### src/rtl/pd_loop_ctrl.sv
// Bang-bang loop controller: gates the lead/lag phase detector, samples one decision
// per window and steps a saturating tuning code. Optional lock detection: LOCK_DET_EN.
module pd_loop_ctrl #(
  parameter int CODE_W     = 8,
  parameter int CODE_INIT  = 128,
  parameter int SETTLE_CYC = 4,
  parameter int KP         = 2,
  parameter int LOCK_CNT   = 16
) (
  input  logic              ref_clk,
  input  logic              reset,
  input  logic              start,
  input  logic              stop,
  input  logic              lead_lag,
  output logic              pd_enable,
  output logic [CODE_W-1:0] dco_code,
  output logic              update,
  output logic              busy,
  output logic              locked
);

  typedef enum logic [2:0] {
    S_IDLE, S_ARM, S_WAIT, S_SAMPLE, S_UPDATE
  } state_t;

  localparam int CNT_W = $clog2(SETTLE_CYC + 1);
  localparam logic [CNT_W-1:0]  SETTLE_LD = CNT_W'(SETTLE_CYC);
  localparam logic [CNT_W-1:0]  CNT_ONE   = CNT_W'(1);
  localparam logic [CODE_W:0]   KP_W      = (CODE_W+1)'(KP);
  localparam logic [CODE_W-1:0] INIT_W    = CODE_W'(CODE_INIT);

  state_t            state, state_nxt;
  logic [CNT_W-1:0]  wait_cnt;
  logic              sync_q1, sync_q2;
  logic              decision;
  logic              write_en;
  logic [CODE_W:0]   step_w;
  logic [CODE_W:0]   sum_w;
  logic [CODE_W:0]   diff_w;
  logic [CODE_W-1:0] code_nxt;

  // Handshake-free control: start/stop are levels; stop always wins and suppresses the write.
  always_comb begin
    state_nxt = state;
    pd_enable = 1'b0;
    write_en  = 1'b0;
    busy      = (state != S_IDLE);
    case (state)
      S_IDLE:   if (start) state_nxt = S_ARM;
      S_ARM:    state_nxt = S_WAIT;
      S_WAIT: begin
        pd_enable = 1'b1;
        if (wait_cnt == CNT_ONE) state_nxt = S_SAMPLE;
      end
      S_SAMPLE: begin
        pd_enable = 1'b1;
        state_nxt = S_UPDATE;
      end
      S_UPDATE: begin
        write_en  = 1'b1;
        state_nxt = S_ARM;
      end
      default:  state_nxt = S_IDLE;
    endcase
    if (stop) begin
      state_nxt = S_IDLE;
      write_en  = 1'b0;
    end
  end

`ifdef LOCK_DET_EN
  localparam int LOCK_W = $clog2(LOCK_CNT + 1);
  localparam logic [LOCK_W-1:0] LOCK_MAX = LOCK_W'(LOCK_CNT);
  localparam logic [LOCK_W-1:0] LOCK_PRE = LOCK_W'(LOCK_CNT - 1);
  localparam logic [LOCK_W-1:0] LOCK_ONE = LOCK_W'(1);

  logic [LOCK_W-1:0] lock_cnt;
  logic              prev_d;

  assign step_w = locked ? (CODE_W+1)'(1) : KP_W;

  // Counter advances on each reversal; a repeated decision drops lock immediately.
  always_ff @(posedge ref_clk or posedge reset) begin
    if (reset) begin
      lock_cnt <= '0;
      prev_d   <= 1'b0;
      locked   <= 1'b0;
    end else if (write_en) begin
      prev_d <= decision;
      if (decision != prev_d) begin
        if (lock_cnt != LOCK_MAX) lock_cnt <= lock_cnt + LOCK_ONE;
        if (lock_cnt >= LOCK_PRE) locked <= 1'b1;
      end else begin
        lock_cnt <= '0;
        locked   <= 1'b0;
      end
    end
  end
`else
  assign step_w = KP_W;
  assign locked = 1'b0;
`endif

  // d=1 means div_clk leads, so slow the oscillator; clamp at both rails.
  always_comb begin
    sum_w  = {1'b0, dco_code} + step_w;
    diff_w = {1'b0, dco_code} - step_w;
    if (decision) code_nxt = diff_w[CODE_W] ? '0 : diff_w[CODE_W-1:0];
    else          code_nxt = sum_w[CODE_W]  ? '1 : sum_w[CODE_W-1:0];
  end

  // update and the new code appear together on the edge that leaves UPDATE.
  always_ff @(posedge ref_clk or posedge reset) begin
    if (reset) begin
      state    <= S_IDLE;
      wait_cnt <= '0;
      sync_q1  <= 1'b0;
      sync_q2  <= 1'b0;
      decision <= 1'b0;
      dco_code <= INIT_W;
      update   <= 1'b0;
    end else begin
      state   <= state_nxt;
      sync_q1 <= lead_lag;
      sync_q2 <= sync_q1;
      update  <= write_en;
      if (write_en) dco_code <= code_nxt;
      if (state == S_ARM)       wait_cnt <= SETTLE_LD;
      else if (state == S_WAIT) wait_cnt <= wait_cnt - CNT_ONE;
      if (state == S_SAMPLE)    decision <= sync_q2;
    end
  end

endmodule
### config.mk
export PLATFORM = sky130hd
export DESIGN_NAME = pd_loop_ctrl
export DESIGN_NICKNAME = d
export VERILOG_FILES = /design/src/rtl/pd_loop_ctrl.sv
export SDC_FILE = /design/constraint.sdc
export NUM_CORES = 1
export LEC_CHECK = 0
export ABC_AREA = 1
export BUFFER_PORTS_ARGS = -buffer_cell sky130_fd_sc_hd__buf_2
export CELL_PAD_IN_SITES_DETAIL_PLACEMENT = 1
export CELL_PAD_IN_SITES_GLOBAL_PLACEMENT = 1
export CORE_ASPECT_RATIO = 1.25
export CORE_MARGIN = 3
export CORE_UTILIZATION = 40
export CTS_CLUSTER_DIAMETER = 120
export CTS_CLUSTER_SIZE = 40
export DETAILED_ROUTE_END_ITERATION = 8
export PLACE_DENSITY_LB_ADDON = 0.1
export SKIP_CTS_REPAIR_TIMING = 1
export SLEW_MARGIN = 20
export SYNTH_ARGS = -nofsm -noshare
export SYNTH_HDL_FRONTEND = slang
export SYNTH_SLANG_ARGS = --single-unit
### constraint.sdc
create_clock -name ref_clk -period 1.5 [get_ports ref_clk]
set_input_delay 0.075 -clock ref_clk [delete_from_list [all_inputs] [get_ports ref_clk]]
set_output_delay 0.075 -clock ref_clk [all_outputs]
set_load 0.01 [all_outputs]
==> metrics.md, run 1 <==
| Metric | Value |
|---|---|
| Status | finished clean |
| Crit-path slowest cell | dfrtp_2 |
| Die Y | about 66 µm |
| Startpoint types | register |
| Share of power burned in registers | roughly 37% |
| Worst VDD drop | 0.919 mV |
| Finished Cell Area | around 0.0013 mm² |
| Clock power frac | 13.8% |
| Async SR Flop Fraction | 100% |
| Critical Path, Cell by Cell | inv_4 -> ha_1 -> inv_1 -> nor2_2 -> nand3_1 -> nand2_1 -> nand2_1 -> nand2_1 -> nand2_1 -> nand2_1 -> nand2_1 |
| Final hold slack | about 62 ps |
| Post-place instance area | about 0.0013 mm² |
| Synth Flop Type | dfrtp_1 |
| Max-cap violation count | 0 |
| # rows | 21 |
| IO Pins | 17 |
| Register area share after synthesis | about two fifths |
| RSZ-0062 raised after global routing | true |
| GPL Wtd Cong | approximately 0.78 |
| Die Wd | between 50 and 60 µm |
| Dpl hpwl | ~2200 µm |
| Top-area cell type share of the netlist area | 36.9% |
| Iteration-0 DRC Markers | 9 |
| Top cells by area, synth | dfrtp_1, nand2_1, nor2_1 |
| #FFs+latches synth | 18 |
| Remaining global-route overflow | 0 |
| H-tree depth | 1 |
| Largest net degree at the start of global routing | 19 |
| Post-layout min period | between 1000 and 1500 ps |
| DR WL/cell | about 14 µm |
| Number of library cell types mapped by synthesis | 26 |
| Cell taking the most area after synthesis | dfrtp_1 |
| P_leak | approximately 0.00070 µW |
| Vias in the first global route | 1105 |
| Initial antenna violation count | 0 |
| Internal power | roughly 1200 µW |
| Final setup viols | 0 |
| Nets | about 190 |
| Final Cycle Share | between 90 and 100% |
| Die area | 0.00357 mm² |
| Via-to-Cell Ratio | 5.12 |
| Total CTS buffers | 3 |
| List of most frequent post-synthesis cells | nand2_1, nor2_1, dfrtp_1 |
| Comb power frac | roughly half |
| Mean Syn Cell Area | ~7.3 µm² |
| Drt total wl | 2980 µm |
| Final hold violation count | 0 |
| Most common cell in the netlist | nand2_1 |
| Syn Nets | between 150 and 200 |
| ANT nets after route | 0 |
| Setup TNS | 0 ps |
| CP max stage delay | 480 ps |
| Reg clk slew, reported paths | between 100 and 150 ps |
| Final Util | between 40% and 50% |
| # DRC | 0 |
| Core ar. | ~0.0027 mm² |
| HP Class | input port to register |
| GRT Overall Usage | 19.3% |
| Sinks on the clock net | 18 |
| Switch share | between 40 and 50% |
| Global-route wire length before repair | 5020 µm |
| Post-Synthesis Cell Area | about 0.0012 mm² |
| Crit. End Element | register |
| First drt pass iteration count | 3 |
| PwrDens | between 1500 and 2000 mW/mm² |
| Worst EP required | about 1700 ps |
| Share of cells above drive strength 1 | 26.8% |
| Via count | about 1100 |
| Clk_skew | around 1.3 ps |
| Clock root cell | clkbuf_4 |
| Count of pins over their slew limit | 0 |
| Synth Instances | 157 |
| Port bufs | 15 |
| Worst Path Arrival | approximately 1600 ps |
| Fmax | about 0.73 GHz |
| Area growth, synth to finish | 16.9% |
| NetSw | approximately 1000 µW |
| Starting Density | roughly 43% |
| Number of synthesized flops with an enable pin | 0 |
| CP Max Fanout | 6 |
| Most used cell, CP | nand2_1 |
| CTS tree | yes |
| Clock latency on the worst-skew pair | 290 ps |
| Ys Warns | 0 |
| Diodes inserted | 0 |
| WS Path Type | register to register |
| Clk buf depth | 2 |
final timing paths:
kind                             start           to  slack, ps  depth (start not counted)
setup / recovery           dco_code[1]  dco_code[7]        130                         11
hold / removal                   start     state[0]         60                          3
setup reg to reg           dco_code[1]  dco_code[7]        130                         11
hold reg to reg                sync_q1      sync_q2        360                          0
max in group asynchronous        reset  dco_code[7]        860                          4
min in group asynchronous        reset     decision        380                          4
cell type report:
class,instances,area [µm²]
flip-flops and latches,18,455
fillers,360,1360
well taps,34,42.5
inverters,19,87.6
repair buffers,20,120
clock buffers,4,36.3
multi-input cells,118,607
layout by cell type (no fill, tap or decap), drive strengths merged:
| cell type | count |
|---|---|
| buf | 17 |
| nor3 | 1 |
| o21bai | 1 |
| dfrtp | 17 |
| bufinv | 1 |
| nand4 | 1 |
| nand2 | 53 |
| inv | 18 |
| a21oi | 8 |
| nor2 | 24 |
| clkbuf | 4 |
| dfstp | 1 |
| o21ai | 12 |
| o22ai | 1 |
| nand3 | 12 |
| conb | 1 |
| ha | 4 |
| dlygate4sd3 | 3 |
sequential cells by signal, indices dropped and copies added, names as in the netlist:
register,count
dco_code,8
update,1
wait_cnt,3
sync_q1,1
sync_q2,1
state,3
decision,1
metrics by stage:
stage / instances / setup slack [ps] / total power (µW)
2_1_floorplan: 157 / 174 / 1570
3_3_place_gp: 206 / 139 / 1830
3_5_place_dp: 206 / 75.3 / 1880
4_1_cts: 210 / 53.5 / 2190
5_1_grt: 213 / -21.0 / 2410
6_report: 213 / 131 / 2190
metal layers:
metal  track usage, %  vias up  wire [µm]
met3             2.71        4         47
li1                 -      536          -
met2             35.5       11       1660
met1             22.2      540       1230
met5                0        -          0
met4             5.61        0         38
power by group through the flow:
stage | sequential, µW | combinational (µW) | clock (µW)
after floorplan | 777 | 797 | 0
after global placement | 798 | 1040 | 0
after detailed placement | 812 | 1070 | 0
after CTS | 802 | 1080 | 314
after global routing | 848 | 1220 | 343
final | 819 | 1070 | 303
kinds of logic after synthesis:
kind of cell | share of synthesized area, %
AO/OA/AOI/OAI | 10.5
adder cells (fa/ha/maj) | 4.34
buffers and inverters | 8.46
flip-flops | 39.2
other | 0.325
AND/OR/NAND/NOR | 37.2
critical path, delay by kind of cell, from the launching register on:
family | cells | cell delay (ps)
adders and majority gates | 1 | 160
DFF | 1 | 480
buffers and inverters | 2 | 160
and+or+nand+nor | 8 | 510
No activity file was read; power rests on OpenSTA's default activity.
==> run 2: changes to the inputs <==
--- a/config.mk
+++ b/config.mk
@@ -5,7 +5,7 @@
 export SDC_FILE = /design/constraint.sdc
 export NUM_CORES = 1
 export LEC_CHECK = 0
-export ABC_AREA = 1
+export ABC_AREA = 0
 export BUFFER_PORTS_ARGS = -buffer_cell sky130_fd_sc_hd__buf_2
 export CELL_PAD_IN_SITES_DETAIL_PLACEMENT = 1
 export CELL_PAD_IN_SITES_GLOBAL_PLACEMENT = 1
==> run 2 against run 1 <==
Compared with the run above:
- clock skew is 0.81 ps higher
- utilization up 8.6 points
- clock power rose by 6%
- combinational power shrank 10%
- first-iteration DRC count is 67% higher
- critical path depth decreased by 8
- register-to-register slack worse by 97 ps
==> metrics.md, run 2 <==
| Metric | Value |
|---|---|
| Die Wd | 53.8 µm (was 54.0 µm) |
| Count of pins over their slew limit | 0 (unchanged) |
| Largest family of logic cells by synthesized area | simple AND/OR/NAND/NOR gates (unchanged) |
| Internal power | 1230 µW (was 1190 µW) |
| Async SR Flop Fraction | 100% (unchanged) |
| Iteration-0 DRC Markers | 15 (was 9) |
| Commonest non-fill, non-tap cell in the layout | buf_4 (was nand2_1) |
| Share of power burned in registers | 37.3% (about the same) |
| RSZ-0062 raised after global routing | true (unchanged) |
| Die area | 0.00354 mm² (was 0.00357 mm²) |
| Final Cycle Share | 97.8% (was 91.3%) |
| Crit. End Element | primary output (was register) |
| Total CTS buffers | 3 (unchanged) |
| Clock power frac | 15.7% (was 13.8%) |
| Share of cells above drive strength 1 | 45.6% (was 26.8%) |
| Area growth, synth to finish | 38.6% (was 16.9%) |
| Synth Area in Compound Gates | 19.6% (was 10.5%) |
| Syn Nets | 130 (was 166) |
| Most common cell in the netlist | dfrtp_1 (was nand2_1) |
| Worst EP required | 1420 ps (was 1740 ps) |
| Cell taking the most area after synthesis | dfrtp_1 (unchanged) |
| Top cells by area, synth | dfrtp_1, ha_1, o21ai_0 (was dfrtp_1, nand2_1, nor2_1) |
| Comb power frac | 47.0% (was 48.9%) |
| Post-synthesis mux area share | 1.97% (was 0%) |
| Synth Instances | 121 (was 157) |
| GRT Overall Usage | 19.9% (was 19.3%) |
| NetSw | 814 µW (was 1000 µW) |
| Top reg by flops | dco_code (unchanged) |
| Die Y | 65.8 µm (was 66.0 µm) |
| Final hold violation count | 0 (unchanged) |
| Largest net degree at the start of global routing | 13 (was 19) |
| Synth Area in Adders | 4.38% (was 4.34%) |
| Port bufs | 15 (unchanged) |
| Number of library cell types mapped by synthesis | 45 (was 26) |
| # DRC | 0 (unchanged) |
| Startpoint types | register (unchanged) |
| Via count | 1100 (was 1091) |
| ANT nets after route | 0 (unchanged) |
| Core ar. | 0.00271 mm² (unchanged) |
| Clk_skew | 2.15 ps (was 1.34 ps) |
| Fmax | 0.682 GHz (was 0.730 GHz) |
| Ys Warns | 0 (unchanged) |
| Initial antenna violation count | 0 (unchanged) |
| Post-Synth Simple-Gate Area | 25.6% (was 37.2%) |
| Top-area cell type share of the netlist area | 37.2% (was 36.9%) |
| HP Class | input port to register (unchanged) |
| Global-route wire length before repair | 5130 µm (was 5020 µm) |
| Drt total wl | 3380 µm (was 2980 µm) |
| Worst VDD drop | 0.754 mV (was 0.919 mV) |
| List of most frequent post-synthesis cells | dfrtp_1, nor2_1, o21ai_0 (was nand2_1, nor2_1, dfrtp_1) |
| IO Pins | 17 (unchanged) |
| #FFs+latches synth | 18 (unchanged) |
| Register area share after synthesis | 39.5% (was 39.2%) |
| Post-layout min period | 1470 ps (was 1370 ps) |
| Max-cap violation count | 0 (unchanged) |
| Clk buf depth | 2 (unchanged) |
| # fillers | 316 (was 360) |
| Starting Density | 42.2% (was 42.6%) |
| Dpl hpwl | 2330 µm (was 2240 µm) |
| Mean Syn Cell Area | 9.44 µm² (was 7.35 µm²) |
| Reg clk slew, reported paths | 110 ps (about the same) |
| Sinks on the clock net | 18 (unchanged) |
| Clock latency on the worst-skew pair | 310 ps (was 290 ps) |
| CP Max Fanout | 4 (was 6) |
| Final Util | 58.5% (was 49.8%) |
| First drt pass iteration count | 2 (was 3) |
| # rows | 21 (unchanged) |
| Final setup viols | 0 (unchanged) |
| Synth Flop Type | dfrtp_1 (unchanged) |
| Switch share | 39.8% (was 45.7%) |
| Max FFs per register | 8 (unchanged) |
| Diodes inserted | 0 (unchanged) |
| Status | finished clean (unchanged) |
| R2R Setup Slk | 30 ps (was 130 ps) |
| Post-synthesis xor/xnor area fraction | 1.53% (was 0%) |
| Post-Synthesis Cell Area | 0.00114 mm² (was 0.00115 mm²) |
| PwrDens | 1290 mW/mm² (was 1630 mW/mm²) |
| Remaining global-route overflow | 0 (unchanged) |
| WS Path Type | register to primary output (was register to register) |
| DR WL/cell | 17.4 µm (was 14.0 µm) |
| Clock root cell | clkbuf_4 (unchanged) |
| H-tree depth | 1 (unchanged) |
| Number of synthesized flops with an enable pin | 0 (unchanged) |
| Worst Path Arrival | 1390 ps (was 1600 ps) |
| Setup TNS | 0 ps (unchanged) |
| Vias in the first global route | 1114 (was 1105) |
| GPL Wtd Cong | 0.822 (was 0.776) |
| Via-to-Cell Ratio | 5.67 (was 5.12) |
| Most frequent cells in the layout | buf_4, buf_2, dfrtp_1 (was nand2_1, nor2_1, buf_2) |
| P_leak | 0.000720 µW (was 0.000702 µW) |
| Top Registers | dco_code (8), state (3), wait_cnt (3) (unchanged) |
| CTS tree | yes (unchanged) |
| Nets | 170 (was 189) |
[run 2: changes by cell type in the layout (fill, tap and decap cells not counted), sizes merged, moves of 4 or more]
cell	before	now
and3	0	4
nor2	24	10
buf	17	40
nand2	53	5
inv	18	9
nand3	12	6
[run 2: cells by family (layout without fill, tap and decap cells)]
group                    count (synthesis)  in the layout
AO/OA/AOI/OAI                           32             32
XOR/XNOR                                 2              2
adder cells (fa/ha/maj)                  4              4
buffers and inverters                   17             56
flip-flops                              18             18
multiplexers                             2              2
other                                    1              1
AND/OR/NAND/NOR                         45             45
[run 2: worst max-delay path, stage by stage (launching register included)]
cell     delay, ps
dfrtp_1        440
buf_6          140
or3_1          360
buf_2          140
[run 2: cell type report]
cell class	instances	area, µm²	share of cell area [%]
Multi-Input combinational cell	86	714	45.1
Tap cell	34	42.5	2.69
Sequential cell	18	457	28.9
Timing Repair Buffer	43	299	18.9
Clock buffer	4	36.3	2.29
Inverter	9	33.8	2.13
[run 2: through the flow]
| stage | cell area [µm²] | worst slack (ps) | cells | hold slack, ps | total power (µW) |
|---|---|---|---|---|---|
| after CTS | 1360 | -146 | 180 | -275 | 1810 |
| after global placement | 1330 | -8.85 | 176 | 53.4 | 1450 |
| final | 1580 | 33.7 | 194 | 15.5 | 2040 |
| after floorplan | 1150 | 9.62 | 121 | 12.7 | 1230 |
| after global routing | 1580 | -30.4 | 194 | -2.70 | 2200 |
| after detailed placement | 1330 | -61.6 | 176 | 64.2 | 1490 |
[run 2: path summary, 6_finish.rpt]
check / startpoint / to / cells past startpoint
max reg2reg: dco_code[2] / dco_code[7] / 5
min: stop / state[0] / 2
min in group asynchronous: reset / dco_code[2] / 3
min reg2reg: sync_q1 / sync_q2 / 0
max: state[0] / busy / 3
max in group asynchronous: reset / dco_code[7] / 4
[run 2: per-layer routing]
metal	routed length [µm]	vias to the layer above	global-route usage (%)
met2	1760	18	31.1
li1	-	515	-
met4	57	0	8.63
met3	96	6	4.31
met1	1470	561	25.8
met5	0	-	0
[run 2: power by group through the flow]
stage,Sequential [µW],Combinational [µW],Clock (µW)
after floorplan,700,526,0
after global placement,710,736,0
after detailed placement,726,765,0
after CTS,718,771,326
after global routing,780,1060,359
final,763,960,321
==> run 3: changes to the inputs <==
--- a/config.mk
+++ b/config.mk
@@ -5,9 +5,9 @@
 export SDC_FILE = /design/constraint.sdc
 export NUM_CORES = 1
 export LEC_CHECK = 0
-export ABC_AREA = 0
+export ABC_AREA = 1
 export BUFFER_PORTS_ARGS = -buffer_cell sky130_fd_sc_hd__buf_2
-export CELL_PAD_IN_SITES_DETAIL_PLACEMENT = 1
+export CELL_PAD_IN_SITES_DETAIL_PLACEMENT = 0
 export CELL_PAD_IN_SITES_GLOBAL_PLACEMENT = 1
 export CORE_ASPECT_RATIO = 1.25
 export CORE_MARGIN = 3
==> constraint.sdc (replaced) <==
create_clock -name ref_clk -period 1.5 [get_ports ref_clk]
set_input_delay 0.3 -clock ref_clk [delete_from_list [all_inputs] [get_ports ref_clk]]
set_output_delay 0.3 -clock ref_clk [all_outputs]
set_load 0.01 [all_outputs]
==> run 3 against run 2 <==
Compared with the run above:
- the flow now finishes with violations (hold timing)
- clock skew rose by 3.8 ps
- clock power is 6.9% lower
- worst hold slack got worse by 22 ps
- largest cell class unchanged
- total power increased by 7.3%
- combinational power grew 14%
==> metrics.md, run 3 (synthesized netlist as in run 1, its figures left out) <==
| Metric | Value |
|---|---|
| Status | complete, but fails checks (was finished clean) |
| Failing checks | hold timing |
| Commonest non-fill, non-tap cell in the layout | nand2_1 (was buf_4) |
| Reg clk slew, reported paths | 110 ps (about the same) |
| ANT nets after route | 0 (unchanged) |
| Setup slack after layout | 119 ps (was 33.7 ps) |
| CTS tree | yes (unchanged) |
| Die Wd | 54.0 µm (was 53.8 µm) |
| Iteration-0 DRC Markers | 7 (was 15) |
| Clock root cell | clkbuf_4 (unchanged) |
| WS Path Type | register to primary output (unchanged) |
| Die area | 0.00357 mm² (was 0.00354 mm²) |
| DR WL/cell | 11.7 µm (was 17.4 µm) |
| H-tree depth | 1 (unchanged) |
| Clock latency on the worst-skew pair | 290 ps (was 310 ps) |
| Via count | 1036 (was 1100) |
| First drt pass iteration count | 4 (was 2) |
| Core ar. | 0.00271 mm² (unchanged) |
| PwrDens | 1640 mW/mm² (was 1290 mW/mm²) |
| P_leak | 0.000697 µW (was 0.000720 µW) |
| Finished Cell Area | 0.00134 mm² (was 0.00158 mm²) |
| Worst EP required | 1200 ps (was 1420 ps) |
| Clk_skew | 5.97 ps (was 2.15 ps) |
| Largest net degree at the start of global routing | 19 (was 13) |
| Count of pins over their slew limit | 0 (unchanged) |
| Top reg by flops | dco_code (unchanged) |
| Dpl hpwl | 1940 µm (was 2330 µm) |
| Overall power | 2190 µW (was 2040 µW) |
| # rows | 21 (unchanged) |
| RSZ-0062 raised after global routing | false (was true) |
| Max FFs per register | 8 (unchanged) |
| GRT Overall Usage | 16.8% (was 19.9%) |
| Final setup viols | 0 (unchanged) |
| Top Registers | dco_code (8), state (3), wait_cnt (3) (unchanged) |
| Final hold slack | -6.14 ps (was 15.5 ps) |
| Post-place instance area | 0.00127 mm² (was 0.00133 mm²) |
| Initial antenna violation count | 0 (unchanged) |
| Nets | 188 (was 170) |
| Reg2Reg Launch Point | dco_code[1] (was dco_code[2]) |
| Setup TNS | 0 ps (unchanged) |
| Buf/Inv on CP | 1 (was 2) |
| Area growth, synth to finish | 15.8% (was 38.6%) |
| Remaining global-route overflow | 0 (unchanged) |
| CP Max Fanout | 4 (unchanged) |
| Port bufs | 15 (unchanged) |
| Crit path launch | state[0] (unchanged) |
| Pre-CTS setup slack | 109 ps (was -61.6 ps) |
| Drt total wl | 2470 µm (was 3380 µm) |
| HP Class | input port to async pin (was input port to register) |
| Fmax | 0.724 GHz (was 0.682 GHz) |
| Final Cycle Share | 92.1% (was 97.8%) |
| Max-cap violation count | 0 (unchanged) |
| Critical Path, Cell by Cell | nor2_1 -> nand2_1 -> buf_2 (was buf_6 -> or3_1 -> buf_2) |
| Total CTS buffers | 3 (unchanged) |
| CP top delay family | flip-flops (unchanged) |
| Global-route wire length before repair | 4380 µm (was 5130 µm) |
| Starting Density | 42.6% (was 42.2%) |
| Vias in the first global route | 1016 (was 1114) |
| # fillers | 297 (was 316) |
| Worst Path Arrival | 1080 ps (was 1390 ps) |
| Clk buf depth | 2 (unchanged) |
| Crit. End Element | primary output (unchanged) |
| Diodes inserted | 0 (unchanged) |
| Crit-path slowest cell | dfrtp_1 (unchanged) |
| IO Pins | 17 (unchanged) |
| Sinks on the clock net | 18 (unchanged) |
| Startpoint types | register (unchanged) |
| # DRC | 0 (unchanged) |
| Share of cells above drive strength 1 | 29.8% (was 45.6%) |
| Via-to-Cell Ratio | 4.89 (was 5.67) |
| Most frequent cells in the layout | nand2_1, nor2_1, buf_2 (was buf_4, buf_2, dfrtp_1) |
| Post-layout min period | 1380 ps (was 1470 ps) |
| Final hold violation count | 9 (was 0) |
| Worst VDD drop | 0.814 mV (was 0.754 mV) |
| GPL Wtd Cong | 0.776 (was 0.822) |
| CP max stage delay | 420 ps (was 440 ps) |
| Die Y | 66.0 µm (was 65.8 µm) |
## run 3: path summary, 6_finish.rpt
check                                    to  slack, ps  depth (start not counted)
worst max-delay path                   busy        120                          3
worst min-delay path               decision         -6                          3
worst max register to register  dco_code[5]        180                          9
worst min register to register      sync_q2        360                          0
max in group asynchronous       dco_code[7]       1250                          3
min in group ref_clk                sync_q1        100                          1
## run 3: worst min-delay path: stages
cell	delay [ps]
buf_2	90
inv_1	40
buf_4	240
## run 3: area by class of cell
| class | instances | area [µm²] | share of cell area, % |
|---|---|---|---|
| Timing Repair Buffer | 19 | 105 | 7.87 |
| Clock buffer | 4 | 36.3 | 2.72 |
| Sequential cell | 18 | 455 | 34.1 |
| Multi-Input combinational cell | 118 | 609 | 45.6 |
| Tap cell | 34 | 42.5 | 3.18 |
| Inverter | 19 | 87.6 | 6.55 |
## run 3: power by group
part / total (µW) / internal, µW / switching [µW]
registers: 806 / 614 / 191
clock network: 299 / 148 / 151
logic: 1090 / 461 / 628
## run 3: layer usage
layer	track usage, %	share of wire [%]	vias up
met5	0	0	-
met4	5.61	0.85	0
met3	3.16	3.5	2
met2	30.3	52	18
met1	19.1	43	479
li1	-	-	537
## run 3: metrics by stage
step / instances / utilization, %
2_1_floorplan: 157 / -
3_3_place_gp: 206 / 47.1
3_5_place_dp: 206 / 47.1
4_1_cts: 210 / 48.4
5_1_grt: 212 / 49.4
6_report: 212 / 49.4
